--- src/rtl/prog_loader.sv ---
// Boot-time program loader: parses a framed byte stream (sync, length, data, checksum),
// writes assembled little-endian words into instruction memory and releases the core
// from reset once a frame with a matching checksum has been fully written.
module prog_loader #(
  parameter int unsigned ADDR_W    = 12,
  parameter int unsigned MAX_WORDS = 4096,
  parameter int unsigned TIMEOUT   = 100000
) (
  input  logic              clk_i,
  input  logic              rst_ni,
  input  logic              rx_valid_i,
  input  logic [7:0]        rx_data_i,
  output logic              rx_ready_o,
  output logic              imem_en_o,
  output logic [ADDR_W-1:0] imem_addr_o,
  output logic [31:0]       imem_data_o,
  output logic              core_rst_n_o,
  output logic              done_o,
  output logic              error_o,
  output logic [ADDR_W:0]   words_loaded_o
);

  localparam int unsigned    CntW     = $clog2(TIMEOUT + 1);
  localparam logic [CntW-1:0] CntLast = CntW'(TIMEOUT - 1);
  localparam logic [7:0]     SyncByte = 8'hA5;

  typedef enum logic [2:0] {
    StIdle, StLen0, StLen1, StData, StCsum, StDone, StErr
  } state_e;

  state_e            state_q, state_d;
  logic [7:0]        len_lo_q, len_lo_d;
  logic [15:0]       len_q, len_d;
  logic [1:0]        byte_idx_q, byte_idx_d;
  logic [31:0]       word_q, word_d;
  logic [7:0]        csum_q, csum_d;
  logic [ADDR_W:0]   wl_q, wl_d;
  logic [CntW-1:0]   cnt_q, cnt_d;
  logic              en_q, en_d;
  logic [ADDR_W-1:0] addr_q, addr_d;
  logic [31:0]       data_q, data_d;
  logic              rx_ready_q, core_rst_n_q, done_q, error_q;

  logic              accept;
  logic              timed_st;
  logic [15:0]       len_full;

  // Next-state: frame parsing, word assembly, checksum and idle timeout.
  always_comb begin
    state_d    = state_q;
    len_lo_d   = len_lo_q;
    len_d      = len_q;
    byte_idx_d = byte_idx_q;
    word_d     = word_q;
    csum_d     = csum_q;
    wl_d       = wl_q;
    en_d       = 1'b0;
    addr_d     = addr_q;
    data_d     = data_q;
    accept     = rx_valid_i & rx_ready_q;
    len_full   = {rx_data_i, len_lo_q};
    timed_st   = (state_q == StLen0) || (state_q == StLen1) ||
                 (state_q == StData) || (state_q == StCsum);

    if (!timed_st || accept) cnt_d = '0;
    else                     cnt_d = cnt_q + 1'b1;

    unique case (state_q)
      StIdle, StErr: begin
        if (accept && (rx_data_i == SyncByte)) state_d = StLen0;
      end
      StLen0: begin
        if (accept) begin
          len_lo_d = rx_data_i;
          state_d  = StLen1;
        end
      end
      StLen1: begin
        if (accept) begin
          len_d      = len_full;
          wl_d       = '0;
          byte_idx_d = '0;
          csum_d     = '0;
          if (32'(len_full) > MAX_WORDS) state_d = StErr;
          else if (len_full == 16'd0)    state_d = StCsum;
          else                           state_d = StData;
        end
      end
      StData: begin
        if (accept) begin
          // Shift in from the top so the first byte ends up in [7:0].
          word_d     = {rx_data_i, word_q[31:8]};
          csum_d     = csum_q ^ rx_data_i;
          byte_idx_d = byte_idx_q + 2'd1;
          if (byte_idx_q == 2'd3) begin
            en_d   = 1'b1;
            addr_d = wl_q[ADDR_W-1:0];
            data_d = word_d;
            wl_d   = wl_q + 1'b1;
            if (32'(wl_d) == 32'(len_q)) state_d = StCsum;
          end
        end
      end
      StCsum: begin
        if (accept) state_d = (rx_data_i == csum_q) ? StDone : StErr;
      end
      StDone: begin
        state_d = StDone;
      end
      default: state_d = StIdle;
    endcase

    // An accepted byte on the expiry edge keeps the frame alive.
    if (timed_st && !accept && (cnt_q == CntLast)) state_d = StErr;
  end

  // State and registered outputs; reset forces core reset and kills any pending write.
  always_ff @(posedge clk_i or negedge rst_ni) begin
    if (!rst_ni) begin
      state_q      <= StIdle;
      len_lo_q     <= '0;
      len_q        <= '0;
      byte_idx_q   <= '0;
      word_q       <= '0;
      csum_q       <= '0;
      wl_q         <= '0;
      cnt_q        <= '0;
      en_q         <= 1'b0;
      addr_q       <= '0;
      data_q       <= '0;
      rx_ready_q   <= 1'b0;
      core_rst_n_q <= 1'b0;
      done_q       <= 1'b0;
      error_q      <= 1'b0;
    end else begin
      state_q      <= state_d;
      len_lo_q     <= len_lo_d;
      len_q        <= len_d;
      byte_idx_q   <= byte_idx_d;
      word_q       <= word_d;
      csum_q       <= csum_d;
      wl_q         <= wl_d;
      cnt_q        <= cnt_d;
      en_q         <= en_d;
      addr_q       <= addr_d;
      data_q       <= data_d;
      rx_ready_q   <= (state_d != StDone);
      core_rst_n_q <= (state_d == StDone);
      done_q       <= (state_d == StDone);
      error_q      <= (state_d == StErr);
    end
  end

  assign rx_ready_o     = rx_ready_q;
  assign imem_en_o      = en_q;
  assign imem_addr_o    = addr_q;
  assign imem_data_o    = data_q;
  assign core_rst_n_o   = core_rst_n_q;
  assign done_o         = done_q;
  assign error_o        = error_q;
  assign words_loaded_o = wl_q;

endmodule

--- config.mk ---
export PLATFORM = sky130hd
export DESIGN_NAME = prog_loader
export DESIGN_NICKNAME = d
export VERILOG_FILES = /design/src/rtl/prog_loader.sv
export SDC_FILE = /design/constraint.sdc
export NUM_CORES = 1
export LEC_CHECK = 0
export ABC_AREA = 0
export BUFFER_PORTS_ARGS = -buffer_cell sky130_fd_sc_hd__buf_2
export CAP_MARGIN = 20
export CORE_ASPECT_RATIO = 1.1
export CORE_MARGIN = 3
export CORE_UTILIZATION = 45
export CTS_CLUSTER_DIAMETER = 50
export DETAILED_ROUTE_END_ITERATION = 6
export GPL_TIMING_DRIVEN = 0
export SKIP_CTS_REPAIR_TIMING = 1
export SYNTH_ARGS = -nofsm -noshare
export SYNTH_HDL_FRONTEND = slang
export SYNTH_SLANG_ARGS = --single-unit
--- constraint.sdc ---
create_clock -name clk_i -period 4.65 [get_ports clk_i]
set_clock_uncertainty 0.1 [all_clocks]
set_input_delay 0.93 -clock clk_i [delete_from_list [all_inputs] [get_ports clk_i]]
set_output_delay 0.93 -clock clk_i [all_outputs]
set_load 0.005 [all_outputs]
==> qor.yml <==
timing:
  hold_viol: 0
  fin_setup_tns_ps: 0
  period_share_pct: 71.4
  holdWs_ps: 356
  finalSetupViolations: 0
  final_max_slew_viol_count: 0
  worstMarginPinSlew_ps: 822
  rsz0062_at_grt: "no"
  clock.fmax_mhz: 301
  min_period_ps: 3320
  slew_headroom_pct: 45.0
outcome:
  run_status: "finished clean"
critical_path:
  cpLargestDelayFamily: "buffers and inverters"
  crit_fanout: 10
  cp.arrival_ps: 3570
  criticalPathCategory: "register to register"
  cp.required_ps: 4900
  max_stage_delay_ps: 600
  r2r_cells: 10
  cp_cell_sequence: "clkbuf_1 > and3b_1 > and3_1 > clkbuf_1 > nand2_1 > inv_1 > clkbuf_1 > clkbuf_1 > nand2_1 > nand2_1"
  crit_top_cell: "clkbuf_1"
  crit_buf_inv: 5
  crit_cells: 10
  slowest_stage: "clkbuf_1"
  start_kind: "register"
  endpoint_kind: "register"
power:
  power_density_nw_per_um2: 437
  p_clk_share_pct: 40.0
  switching_power_w: 0.000943
  switching_share_pct: 28.0
  combPwrFrac_pct: 16.7
  leakage_nw: 3.91
  ir_drop_mv: 0.279
  intPower_w: 0.00242
  seqPwrFrac_pct: 43.3
  total_power_w: 0.00337
synth:
  synthDominantCellAreaShare_pct: 53.3
  ys_types: 54
  syn_area_per_cell_um2: 9.16
  syn-num-nets: 727
  yosys_warnings: 0
  ys_ff_latch: 139
  yosysTopAreaCell: "dfrtp_1"
  synth.area.top_cells: "dfrtp_1, nand2_1, mux2_2, o21ai_0, xnor2_1"
  ys.flop_type: "dfrtp_1"
  ys_seq_area_share_pct: 53.3
  synth_edf_count: 0
  ys_async_sr_fraction_pct: 100
  netlist_instances: 712
  netlist_area_um2: 6520
detailed_routing:
  first_pass_iters: 5
  wirelength_mm: 17.0
  routed_via_density: 5.45
  vias: 5433
  drcViolationCount: 0
  routedWlPerCell_um: 17.1
  first_iter_violations: 423
  ant_nets: 0
floorplan:
  num_io_pins: 73
  fp.dieArea_um2: 16000
  die_y_um: 132
  die_w_um: 121
  row_count: 45
  core_area_um2: 14000
  start_util_pct: 46.5
final_layout:
  fin_nets: 813
  area_delta_synth_final_pct: 18.2
  nFillCells: 1291
  drive_gt1_share_pct: 16.2
  antennaDiodeCount: 0
  layout_commonest_cell: "nand2_1"
  layout_common_cells: "nand2_1, dfrtp_1, buf_2"
cts:
  cts_tree: "done"
  cts_sinks: 139
  cts_max_level: 4
  cts_buffers: 17
  clock_path_buffers: 2
  clk_latency_ps: 420
  clk_pin_slew_ps: 60
  cts-root-buf: "clkbuf_16"
global_routing:
  grt_pass1_wl_mm: 28.6
  first_global_vias: 5406
  antenna_found_initial: 0
  overflow: 0
  grt_max_degree: 90
  grt.total_usage_pct: 22.7
placement:
  gp_congestion: 0.919
  hpwl_mm: 12.0
  port_buffers: 65
hold_path:
  hold_class: "input port to asynchronous set/reset pin"
job:
  cap_viol_max_count: 0
-- worst reg2reg max path: stages (launching register included) --
cell	delay [ps]
dfrtp_1	320
clkbuf_1	260
and3b_1	280
and3_1	170
clkbuf_1	330
nand2_1	150
inv_1	220
clkbuf_1	530
clkbuf_1	600
nand2_1	200
nand2_1	90
-- synthesized netlist by cell type, types with 2 or more instances --
cell	count
nand2_1	238
dfrtp_1	139
o21ai_0	46
clkbuf_1	35
nor2_1	32
mux2_2	23
nand3_1	21
xnor2_1	18
xor2_1	15
a21oi_1	11
nor3_1	11
nand4_1	10
and3_1	9
nor4_1	9
nand2b_1	8
nor2b_1	8
o31ai_1	7
inv_1	6
ha_1	4
o211ai_1	4
o41ai_1	4
or3_1	4
a221oi_1	3
a31o_2	3
and2_1	3
and4_1	3
buf_2	3
a211o_1	2
a21o_1	2
a31oi_1	2
and3b_1	2
clkbuf_2	2
o22ai_1	2
or2b_1	2
or4_4	2
-- final timing paths --
kind	slack [ps]	endpoint	start
max	1330	imem_data_o[31]	state_q[1]
max in group asynchronous	3300	len_q[11]	rst_ni
min reg2reg	370	imem_data_o[31]	imem_data_o[31]
min in group clk_i	370	imem_data_o[31]	imem_data_o[31]
min	360	cnt_q[13]	rst_ni
max reg2reg	1330	imem_data_o[31]	state_q[1]
-- flip-flops by register name, summed over array words and instances, names as in the netlist --
signal / cells
imem_data_o: 32
word_q: 24
cnt_q: 17
len_q: 16
words_loaded_o: 13
imem_addr_o: 12
csum_q: 8
len_lo_q: 8
state_q: 3
byte_idx_q: 2
done_o: 1
error_o: 1
imem_en_o: 1
rx_ready_o: 1
-- metrics by stage --
step | worst slack (ps) | cells | instance area, um2 | utilization, %
3_5_place_dp | 1100 | 967 | 7120 | 50.8
4_1_cts | 1300 | 996 | 7710 | 55.0
3_3_place_gp | 665 | 965 | 7080 | 50.5
6_report | 1330 | 996 | 7710 | 55.0
5_1_grt | 987 | 996 | 7710 | 55.0
2_1_floorplan | 1780 | 712 | 6520 | -
-- kinds of logic after synthesis --
logic type	after synthesis	share of synthesized area [%]
compound gates	96	9.31
simple gates	368	25.1
flops	139	53.3
mux	24	4.13
xor+xnor	33	4.43
fa+ha+maj	4	0.768
buf+inv	48	2.92
-- layout make-up --
type | instances | area (um2) | area share, %
repair buffers | 67 | 364 | 4.72
clock inverters | 5 | 85.1 | 1.10
well taps | 188 | 235 | 3.05
plain buffers | 42 | 168 | 2.18
multi-input cells | 525 | 2850 | 37.0
inverters | 6 | 22.5 | 0.292
flip-flops and latches | 139 | 3480 | 45.1
clock buffers | 24 | 502 | 6.51
-- layer usage --
| layer | global-route usage [%] | up-vias | wire length, um |
|---|---|---|---|
| li1 | - | 2577 | - |
| met1 | 33.8 | 2664 | 8160 |
| met2 | 33.1 | 158 | 7590 |
| met3 | 4.29 | 34 | 895 |
| met4 | 8.50 | 0 | 402 |
| met5 | 0 | - | 0 |
-- power groups by stage --
stage / clock network (W) / logic, W / registers (W)
5_1_grt: 0.00143 / 0.000633 / 0.00148
6_report: 0.00135 / 0.000562 / 0.00146
2_1_floorplan: 0 / 0.000414 / 0.00143
3_5_place_dp: 0 / 0.000555 / 0.00148
3_3_place_gp: 0 / 0.000536 / 0.00147
4_1_cts: 0.00137 / 0.000562 / 0.00146
Power figures use the tool's default switching activity.
